### src/rtl/icache_pkg.sv
// Shared definitions for the direct-mapped instruction cache: FSM state encoding,
// default geometry and address-slicing helpers.
package icache_pkg;

    localparam logic [2:0] ST_IDLE   = 3'd0;
    localparam logic [2:0] ST_LOOKUP = 3'd1;
    localparam logic [2:0] ST_MISS   = 3'd2;
    localparam logic [2:0] ST_REFILL = 3'd3;
    localparam logic [2:0] ST_RESP   = 3'd4;

    localparam int INDEX_W_DEF  = 4;
    localparam int OFFSET_W_DEF = 4;
    localparam int WORDS        = 1 << (OFFSET_W_DEF - 2);
    localparam int TAG_W        = 32 - INDEX_W_DEF - OFFSET_W_DEF;

    function automatic int words_of(input int offset_w);
        return 1 << (offset_w - 2);
    endfunction

    function automatic int tag_w_of(input int index_w, input int offset_w);
        return 32 - index_w - offset_w;
    endfunction

    // Clears the byte-offset field, giving the address of the first word of the line.
    function automatic logic [31:0] line_base(input logic [31:0] addr, input int offset_w);
        return addr & ~((32'd1 << offset_w) - 32'd1);
    endfunction

endpackage

### src/rtl/icache_line_array.sv
// Valid/tag/data storage for the instruction cache: combinational read by index,
// one-word refill write port, tag write that validates the line, global invalidate.
module icache_line_array
    import icache_pkg::*;
#(
    parameter int INDEX_W  = 4,
    parameter int OFFSET_W = 4
) (
    input  logic                           clk,
    input  logic                           rst,
    input  logic                           inv,
    input  logic [INDEX_W-1:0]             rd_index,
    input  logic [OFFSET_W-3:0]            rd_word,
    output logic                           rd_valid,
    output logic [31-INDEX_W-OFFSET_W:0]   rd_tag,
    output logic [31:0]                    rd_data,
    input  logic                           wr_en,
    input  logic [INDEX_W-1:0]             wr_index,
    input  logic [OFFSET_W-3:0]            wr_word,
    input  logic [31:0]                    wr_data,
    input  logic                           tag_wr,
    input  logic [31-INDEX_W-OFFSET_W:0]   wr_tag
);

    localparam int LINES   = 1 << INDEX_W;
    localparam int WORDS_L = words_of(OFFSET_W);

    logic [LINES-1:0]                 valid;
    logic [31-INDEX_W-OFFSET_W:0]     tags [LINES];
    logic [31:0]                      data [LINES][WORDS_L];

    assign rd_valid = valid[rd_index];
    assign rd_tag   = tags[rd_index];
    assign rd_data  = data[rd_index][rd_word];

    // The tag write follows the clear so a refill finishing alongside an invalidate keeps its line.
    always_ff @(posedge clk) begin
        if (rst) begin
            valid <= '0;
        end else begin
            if (inv) begin
                valid <= '0;
            end
            if (tag_wr) begin
                valid[wr_index] <= 1'b1;
            end
        end
    end

    always_ff @(posedge clk) begin
        if (tag_wr) begin
            tags[wr_index] <= wr_tag;
        end
    end

    always_ff @(posedge clk) begin
        if (wr_en) begin
            data[wr_index][wr_word] <= wr_data;
        end
    end

endmodule

### src/rtl/icache_dm.sv
// Direct-mapped read-only instruction cache between IF and the memory read port.
// Optional ICACHE_PERF_CNT_EN adds hit_cnt/miss_cnt lookup counters.
module icache_dm
    import icache_pkg::*;
#(
    parameter int INDEX_W  = 4,
    parameter int OFFSET_W = 4
) (
    input  logic        clk,
    input  logic        rst,
    input  logic        pc_valid,
    input  logic [31:0] pc,
    input  logic        cache_inv,
    output logic        ICache_valid,
    output logic        ICache_ready,
    output logic [31:0] inst,
    output logic        rd_req,
    output logic [31:0] rd_addr,
    input  logic        rd_rdy,
    input  logic        ret_valid,
    input  logic        ret_last,
    input  logic [31:0] ret_data
`ifdef ICACHE_PERF_CNT_EN
    ,
    output logic [31:0] hit_cnt,
    output logic [31:0] miss_cnt
`endif
);

    localparam int WORD_W  = OFFSET_W - 2;
    localparam int WORDS_L = words_of(OFFSET_W);
    localparam int TAG_WL  = tag_w_of(INDEX_W, OFFSET_W);

    logic [2:0]         state;
    logic [2:0]         state_nx;
    logic [31:0]        req_pc;
    logic [WORD_W-1:0]  beat_cnt;
    logic [31:0]        rbuf [WORDS_L];

    logic [INDEX_W-1:0] req_index;
    logic [TAG_WL-1:0]  req_tag;
    logic [WORD_W-1:0]  req_word;
    logic               line_valid;
    logic [TAG_WL-1:0]  line_tag;
    logic [31:0]        line_word;
    logic               hit;
    logic               accept;
    logic               beat_wr;
    logic               last_wr;
    logic               unused_pc_lsb;

    assign req_index     = req_pc[OFFSET_W +: INDEX_W];
    assign req_tag       = req_pc[31 -: TAG_WL];
    assign req_word      = req_pc[2 +: WORD_W];
    assign unused_pc_lsb = ^req_pc[1:0];

    icache_line_array #(
        .INDEX_W  (INDEX_W),
        .OFFSET_W (OFFSET_W)
    ) u_lines (
        .clk      (clk),
        .rst      (rst),
        .inv      (cache_inv),
        .rd_index (req_index),
        .rd_word  (req_word),
        .rd_valid (line_valid),
        .rd_tag   (line_tag),
        .rd_data  (line_word),
        .wr_en    (beat_wr),
        .wr_index (req_index),
        .wr_word  (beat_cnt),
        .wr_data  (ret_data),
        .tag_wr   (last_wr),
        .wr_tag   (req_tag)
    );

    // Lookup reads the valid bits before any same-cycle invalidate lands.
    assign hit     = (state == ST_LOOKUP) && line_valid && (line_tag == req_tag);
    assign accept  = pc_valid && ((state == ST_IDLE) || hit || (state == ST_RESP));
    assign beat_wr = (state == ST_REFILL) && ret_valid;
    assign last_wr = beat_wr && ret_last;

    always_comb begin
        state_nx = state;
        case (state)
            ST_IDLE:   if (pc_valid) state_nx = ST_LOOKUP;
            ST_LOOKUP: begin
                if (hit) state_nx = pc_valid ? ST_LOOKUP : ST_IDLE;
                else     state_nx = ST_MISS;
            end
            ST_MISS:   if (rd_rdy) state_nx = ST_REFILL;
            ST_REFILL: if (last_wr) state_nx = ST_RESP;
            ST_RESP:   state_nx = pc_valid ? ST_LOOKUP : ST_IDLE;
            default:   state_nx = ST_IDLE;
        endcase
    end

    always_ff @(posedge clk) begin
        if (rst) begin
            state    <= ST_IDLE;
            req_pc   <= '0;
            beat_cnt <= '0;
        end else begin
            state <= state_nx;
            if (accept) begin
                req_pc <= pc;
            end
            // Restart at word 0 on the last beat so a short burst cannot skew the next refill.
            if (last_wr) begin
                beat_cnt <= '0;
            end else if (beat_wr) begin
                beat_cnt <= beat_cnt + WORD_W'(1);
            end
        end
    end

    always_ff @(posedge clk) begin
        if (beat_wr) begin
            rbuf[beat_cnt] <= ret_data;
        end
    end

    always_comb begin
        inst = '0;
        if (hit) begin
            inst = line_word;
        end else if (state == ST_RESP) begin
            inst = rbuf[req_word];
        end
    end

    assign ICache_valid = (state != ST_IDLE);
    assign ICache_ready = hit || (state == ST_RESP);
    assign rd_req       = (state == ST_MISS);
    assign rd_addr      = rd_req ? line_base(req_pc, OFFSET_W) : 32'd0;

`ifdef ICACHE_PERF_CNT_EN
    always_ff @(posedge clk) begin
        if (rst) begin
            hit_cnt  <= '0;
            miss_cnt <= '0;
        end else if (state == ST_LOOKUP) begin
            if (hit) hit_cnt  <= hit_cnt + 32'd1;
            else     miss_cnt <= miss_cnt + 32'd1;
        end
    end
`endif

endmodule

### config.mk
export PLATFORM = sky130hd
export DESIGN_NAME = icache_dm
export DESIGN_NICKNAME = d
export VERILOG_FILES = /design/src/rtl/icache_pkg.sv /design/src/rtl/icache_line_array.sv /design/src/rtl/icache_dm.sv
export SDC_FILE = /design/constraint.sdc
export NUM_CORES = 2
export LEC_CHECK = 0
export ABC_AREA = 0
export ABC_CLOCK_PERIOD_IN_PS = 5900
export BUFFER_PORTS_ARGS = -buffer_cell sky130_fd_sc_hd__clkbuf_2
export CAP_MARGIN = 10
export CORE_ASPECT_RATIO = 1.75
export CORE_MARGIN = 2
export CORE_UTILIZATION = 63
export DETAILED_ROUTE_END_ITERATION = 8
export PLACE_DENSITY = 0.8
export SLEW_MARGIN = 15
export SYNTH_ARGS = -nofsm -noshare
export SYNTH_HDL_FRONTEND = slang
export SYNTH_SLANG_ARGS = --single-unit
### constraint.sdc
create_clock -name clk -period 5.9 [get_ports clk]
set_input_delay 1.475 -clock clk [delete_from_list [all_inputs] [get_ports clk]]
set_output_delay 1.475 -clock clk [all_outputs]
set_load 0.05 [all_outputs]
; Yosys cells after proc, flatten, opt, wreduce, memory -nomap -nowiden
; Memory sizes are Yosys's and may differ from the RTL's. A register that Yosys moved wholly into a read port is not among the register bits.
; Cells that the tools add are included.
[op_classes]
reduce_logical = 14
n_eq_ne = 8
mux = 32
order_cmp = 5
n_addsub = 1
bitwise_logic = 3
[op_table]
columns = operator, n
row1 = $mux 32, 6
row2 = $mux 128, 1
row3 = $bmux 32 s2, 1
row4 = $demux 32 s2, 1
row5 = $mux 16, 3
row6 = $eq 24x24->1, 1
row7 = $mux 4, 4
row8 = $or 16x16->16, 1
row9 = $pmux 3 s5, 1
row10 = $mux 3, 3
row11 = $logic_and 1x1->1, 7
row12 = $mux 1, 7
row13 = $eq 3x2->1 const B, 2
row14 = $ge 3x3->1 const B, 2
row15 = $mux 2, 3
row16 = $not 2->3, 2
row17 = $lt 4x5->1 const B, 1
row18 = $bmux 1 s4, 1
row19 = $demux 1 s4, 1
row20 = $ge 4x1->1 const B, 1
row21 = $ne 2x2->1 const B, 2
row22 = $eq 3x1->1 const B, 1
row23 = $eq 3x3->1 const B, 1
row24 = $logic_not 3->1, 1
row25 = 7 further kinds, 9
[totals]
register_bits = 53
ramBits = 2560
memories = 3
[mem_list]
columns = name, depth, word_bits, rd, rd_clocked_by_memory_dff, write_ports, line_no
row1 = u_lines.data, 16, 128, 1, 1, 1, icache_line_array.sv:30  ; logic [31:0] data [LINES][WORDS_L];
row2 = u_lines.tags, 16, 24, 1, 1, 1, icache_line_array.sv:29  ; logic [31-INDEX_W-OFFSET_W:0] tags [LINES];
row3 = rbuf, 4, 32, 1, 1, 1, icache_dm.sv:38  ; logic [31:0] rbuf [WORDS_L];

; Logic depth before layout (Yosys ltp)
[depth]
word_depth = 9
ltp_mapped = 15
depth_no_buf = 9

; Modules after synthesis
; A second synthesis with hierarchy kept.
[hier_totals]
cells_unflattened = 4443
hier_area_um2 = 100241.1
[by_module_without_submodules]
columns = module, n_inst, cells_per_inst, area_each_um2
row1 = icache_line_array, 1, 3989, 93213.1
row2 = icache_dm, 1, 454, 7028.0

; Least setup slack after synthesis
; No wires, ideal clock.
[synth_timing]
kind = register to output
from = register with a tool-made name
to = output inst[0]
stages_incl_launch_ff = 12
arrival_ps = 3679
required_ps = 4425
path_slack_ps = 746
path_cell_list = dfxtp_1 buf_6 buf_4 buf_2 buf_2 buf_2 clkbuf_1 mux4_2 mux4_2 mux4_2 nand2b_1 nand2_1
[synth_rtl]
columns = element, line_no
row1 = "end, declared", icache_dm.sv:16  ; output logic [31:0] inst,

==> flow_summary.ini <==
[routing]
vias = 53000
wl_per_cell_um = 42.3
drt-initial-drc-count = 9126
firstDrtPassIters = 8
vias_per_cell = 7.62
ant_nets = 0
drc_errors = 0
wirelength_um = 294000

[synthesis]
synth_area_mm2 = 0.101
yosysTopAreaCell = edfxtp_1
syn-instance-count = 4431
syn_avg_cell_area_um2 = 22.9
yosysUniqueCellTypes = 58
yosys_warnings = 0
synth_top_area_share_pct = 75.8
ys_seq_area_share_pct = 76.9
synth_flop_cell = edfxtp_1
ys_ff_latch = 2617
ys_top_cells_by_area = edfxtp_1 76%, mux4_2 17%, dfxtp_1 1.1%, mux2i_1 0.67%, clkbuf_1 0.56%
synth-edff-count = 2560
async_flop_share_pct = 0

[placed_design]
port_buffers = 131
dpl.hpwl_um = 153000
place_congestion = 0.956

[grt]
antenna_found_initial = 32
grt.busiest_layer = met2
grt_overflow = 0
grt_max_degree = 145
grt_pass1_vias = 52500
grt_pass1_wl_um = 403000
track_usage_pct = 35.3
met1_usage_pct = 40.7
use_met3_pct = 7.60
use_met2_pct = 60.9

[power]
ir_worst_vdd_v = 0.000273
leakage_nw = 34.7
p_per_area_mw_per_mm2 = 336

[clock_network]
cts_buffer_depth = 4
insertion_delay_ns = 0.87
path_clk_slew_ns = 0.07
postCtsHoldBufs = 0
cts_root_buffer = clkbuf_16
cts_buffers = 211
h-tree-depth = 4
tritoncts = yes
cts.sinks = 2617

[outcome]
violations = setup timing
status = complete, but fails checks

[timing]
fin_crit_sh_pct = 108
finClkSkew_ns = 0.0332
slew_violations = 0
tightest_slew_ns = 1.28
maxSlewHeadroom_pct = 14.7
finalSetupViolations = 33
finalHoldViolCount = 0
finalWorstSetupSlack_ns = -0.471
post-route-min-period_ns = 6.37
rsz0062_at_grt = true
fmax_ghz = 0.157
fin_setup_tns_ns = -12.52

[critical_path]
crit_fanout = 144
slowest_delay_ns = 0.58
crit_required_ns = 4.43
cp-end-kind = primary output
worstPathArrival_ns = 4.90
critPathLaunchType = flop
crit_path_top_delay_cell = mux4_2
path_class = reg -> out
crit_chain = buf_4 -> buf_4 -> buf_12 -> mux4_2 -> mux4_2 -> mux4_2 -> nand2b_1 -> nand2_2 -> buf_12
crit_path_frequent_cell = mux4_2

[floorplanning]
die_area_mm2 = 0.164
rows = 194
die_h_um = 535
core_mm2 = 0.160
die_w_um = 307
io_pins = 138
start_util_pct = 63.5

[worst_hold_path]
hp-class = reg -> reg

[cells_and_area]
drive_above_1_share_pct = 32.6
utilization_pct = 71.2
layout.nets = 4803
syn2layout_area_growth_pct = 12.1

[job]
maxCapViolCount = 0
metrics by stage:
stage	instances	area, µm²	setup slack [ns]	total power [mW]	hold slack, ns
4_1_cts	6932	113000	-0.419	38.0	0.496
2_1_floorplan	4434	101000	0.746	23.0	0.451
3_3_place_gp	6549	106000	0.198	24.1	0.462
5_1_grt	6954	114000	-0.592	38.9	0.528
6_report	6958	114000	-0.471	38.3	0.502
3_5_place_dp	6549	106000	0.239	24.2	0.479
synthesized netlist by cell type, types with 2 or more instances:
cell type and instances:
o311ai_1 19, nor3_1 41, a31oi_1 6, inv_1 16, edfxtp_1 2560, a21oi_1 34, a32oi_1 2, buf_4 12
o22ai_1 4, nor3b_1 30, mux2_2 7, nand4_1 4, a22o_1 3, nand3_1 24, o311ai_0 5, xor2_1 13
and3_1 2, a41o_1 2, nand2b_1 42, a22oi_1 11, clkbuf_1 152, nor2_1 152, buf_6 7, ha_1 4
nor2b_1 10, nand3b_1 5, buf_1 35, or3_1 7, and2_1 26, mux2i_1 68, o2111ai_1 3, o21ai_0 12
a221oi_1 5, nor4_1 3, mux4_2 785, o32ai_1 2, dfxtp_1 57, xnor2_1 6, nand2_1 141, or2_2 2
o311ai_2 8, buf_2 58, o211ai_1 5, nand4b_1 27
flip-flops by register name, indices dropped and copies added, names as in the netlist, named ones only:
| register | flops |
|---|---|
| state | 3 |
| u_lines.data | 2048 |
| u_lines.tags | 384 |
| u_lines.valid | 16 |
| rbuf | 128 |
| beat_cnt | 2 |
| req_pc | 30 |
area by class of cell:
| cell class | instances | area, µm² |
|---|---|---|
| Clock buffer | 250 | 5530 |
| Tap cell | 2058 | 2570 |
| Clock inverter | 120 | 1040 |
| Sequential cell | 2617 | 78000 |
| Multi-Input combinational cell | 1537 | 23100 |
| Timing Repair Buffer | 345 | 3350 |
| Antenna cell | 15 | 37.5 |
| Fill cell | 8203 | 46000 |
| Inverter | 16 | 75.1 |
repair_timing:
action,in CTS,in global routing
pin swaps,3,8
cloned,4,3
setup endpoints to repair,33,33
endpoints found under the hold margin,0,0
setup buffers,9,5
gates resized for setup,49,36
placed cells by master (no fill, tap or decap), types with 19 or more instances in the layout:
| cell type | n |
|---|---|
| o311ai_1 | 19 |
| edfxtp_1 | 2560 |
| nand2_2 | 25 |
| buf_12 | 52 |
| and2_1 | 26 |
| nor2_1 | 72 |
| a21oi_1 | 34 |
| mux2i_1 | 64 |
| nor3b_1 | 30 |
| clkinvlp_4 | 19 |
| buf_4 | 202 |
| clkinv_2 | 37 |
| clkbuf_2 | 70 |
| mux4_2 | 785 |
| clkinv_1 | 36 |
| nand3_1 | 24 |
| nand4b_1 | 27 |
| dfxtp_1 | 50 |
| clkbuf_16 | 219 |
| nand2b_1 | 36 |
| nor2_4 | 80 |
| clkbuf_1 | 34 |
| nand2_1 | 108 |
| nor3_1 | 41 |
kinds of logic (layout without fill, tap and decap cells):
| family | count (synthesis) | count (layout) | synth area share [%] |
|---|---|---|---|
| buffers and inverters | 280 | 731 | 1.20 |
| XOR/XNOR | 19 | 19 | 0.164 |
| multiplexers | 860 | 860 | 18.2 |
| flip-flops | 2617 | 2617 | 76.9 |
| other | 1 | 19 | 0.00370 |
| AND/OR/NAND/NOR | 520 | 520 | 2.53 |
| AO/OA/AOI/OAI | 130 | 130 | 0.971 |
| adder cells (fa/ha/maj) | 4 | 4 | 0.0493 |
critical path: cells and delay by family (launching register included):
kind	cells	cell delay [ns]
DFF	1	0.49
buffers and inverters	4	1.25
muxes	3	1.61
and+or+nand+nor	2	0.26
layer usage:
| layer | part of all wire (%) | routed length (µm) |
|---|---|---|
| met1 | 29 | 86400 |
| met2 | 52 | 153000 |
| met3 | 11 | 32400 |
| met4 | 7.7 | 22600 |
| met5 | 0.043 | 126 |
worst paths after layout:
check                      to  slack [ns]        startpoint  depth (start not counted)
max reg2reg        req_pc[30]        1.46              flop                         14
min reg2reg  u_lines.valid[8]        0.50  u_lines.valid[8]                          2
max                  inst[30]       -0.47              flop                          9
min          u_lines.valid[8]        0.50  u_lines.valid[8]                          2
report_power, final:
part | internal, mW | switching (mW) | total (mW)
logic | 1.53 | 2.07 | 3.60
clock network | 7.37 | 6.73 | 14.1
registers | 20.5 | 0.108 | 20.6
Power figures use the tool's default switching activity.
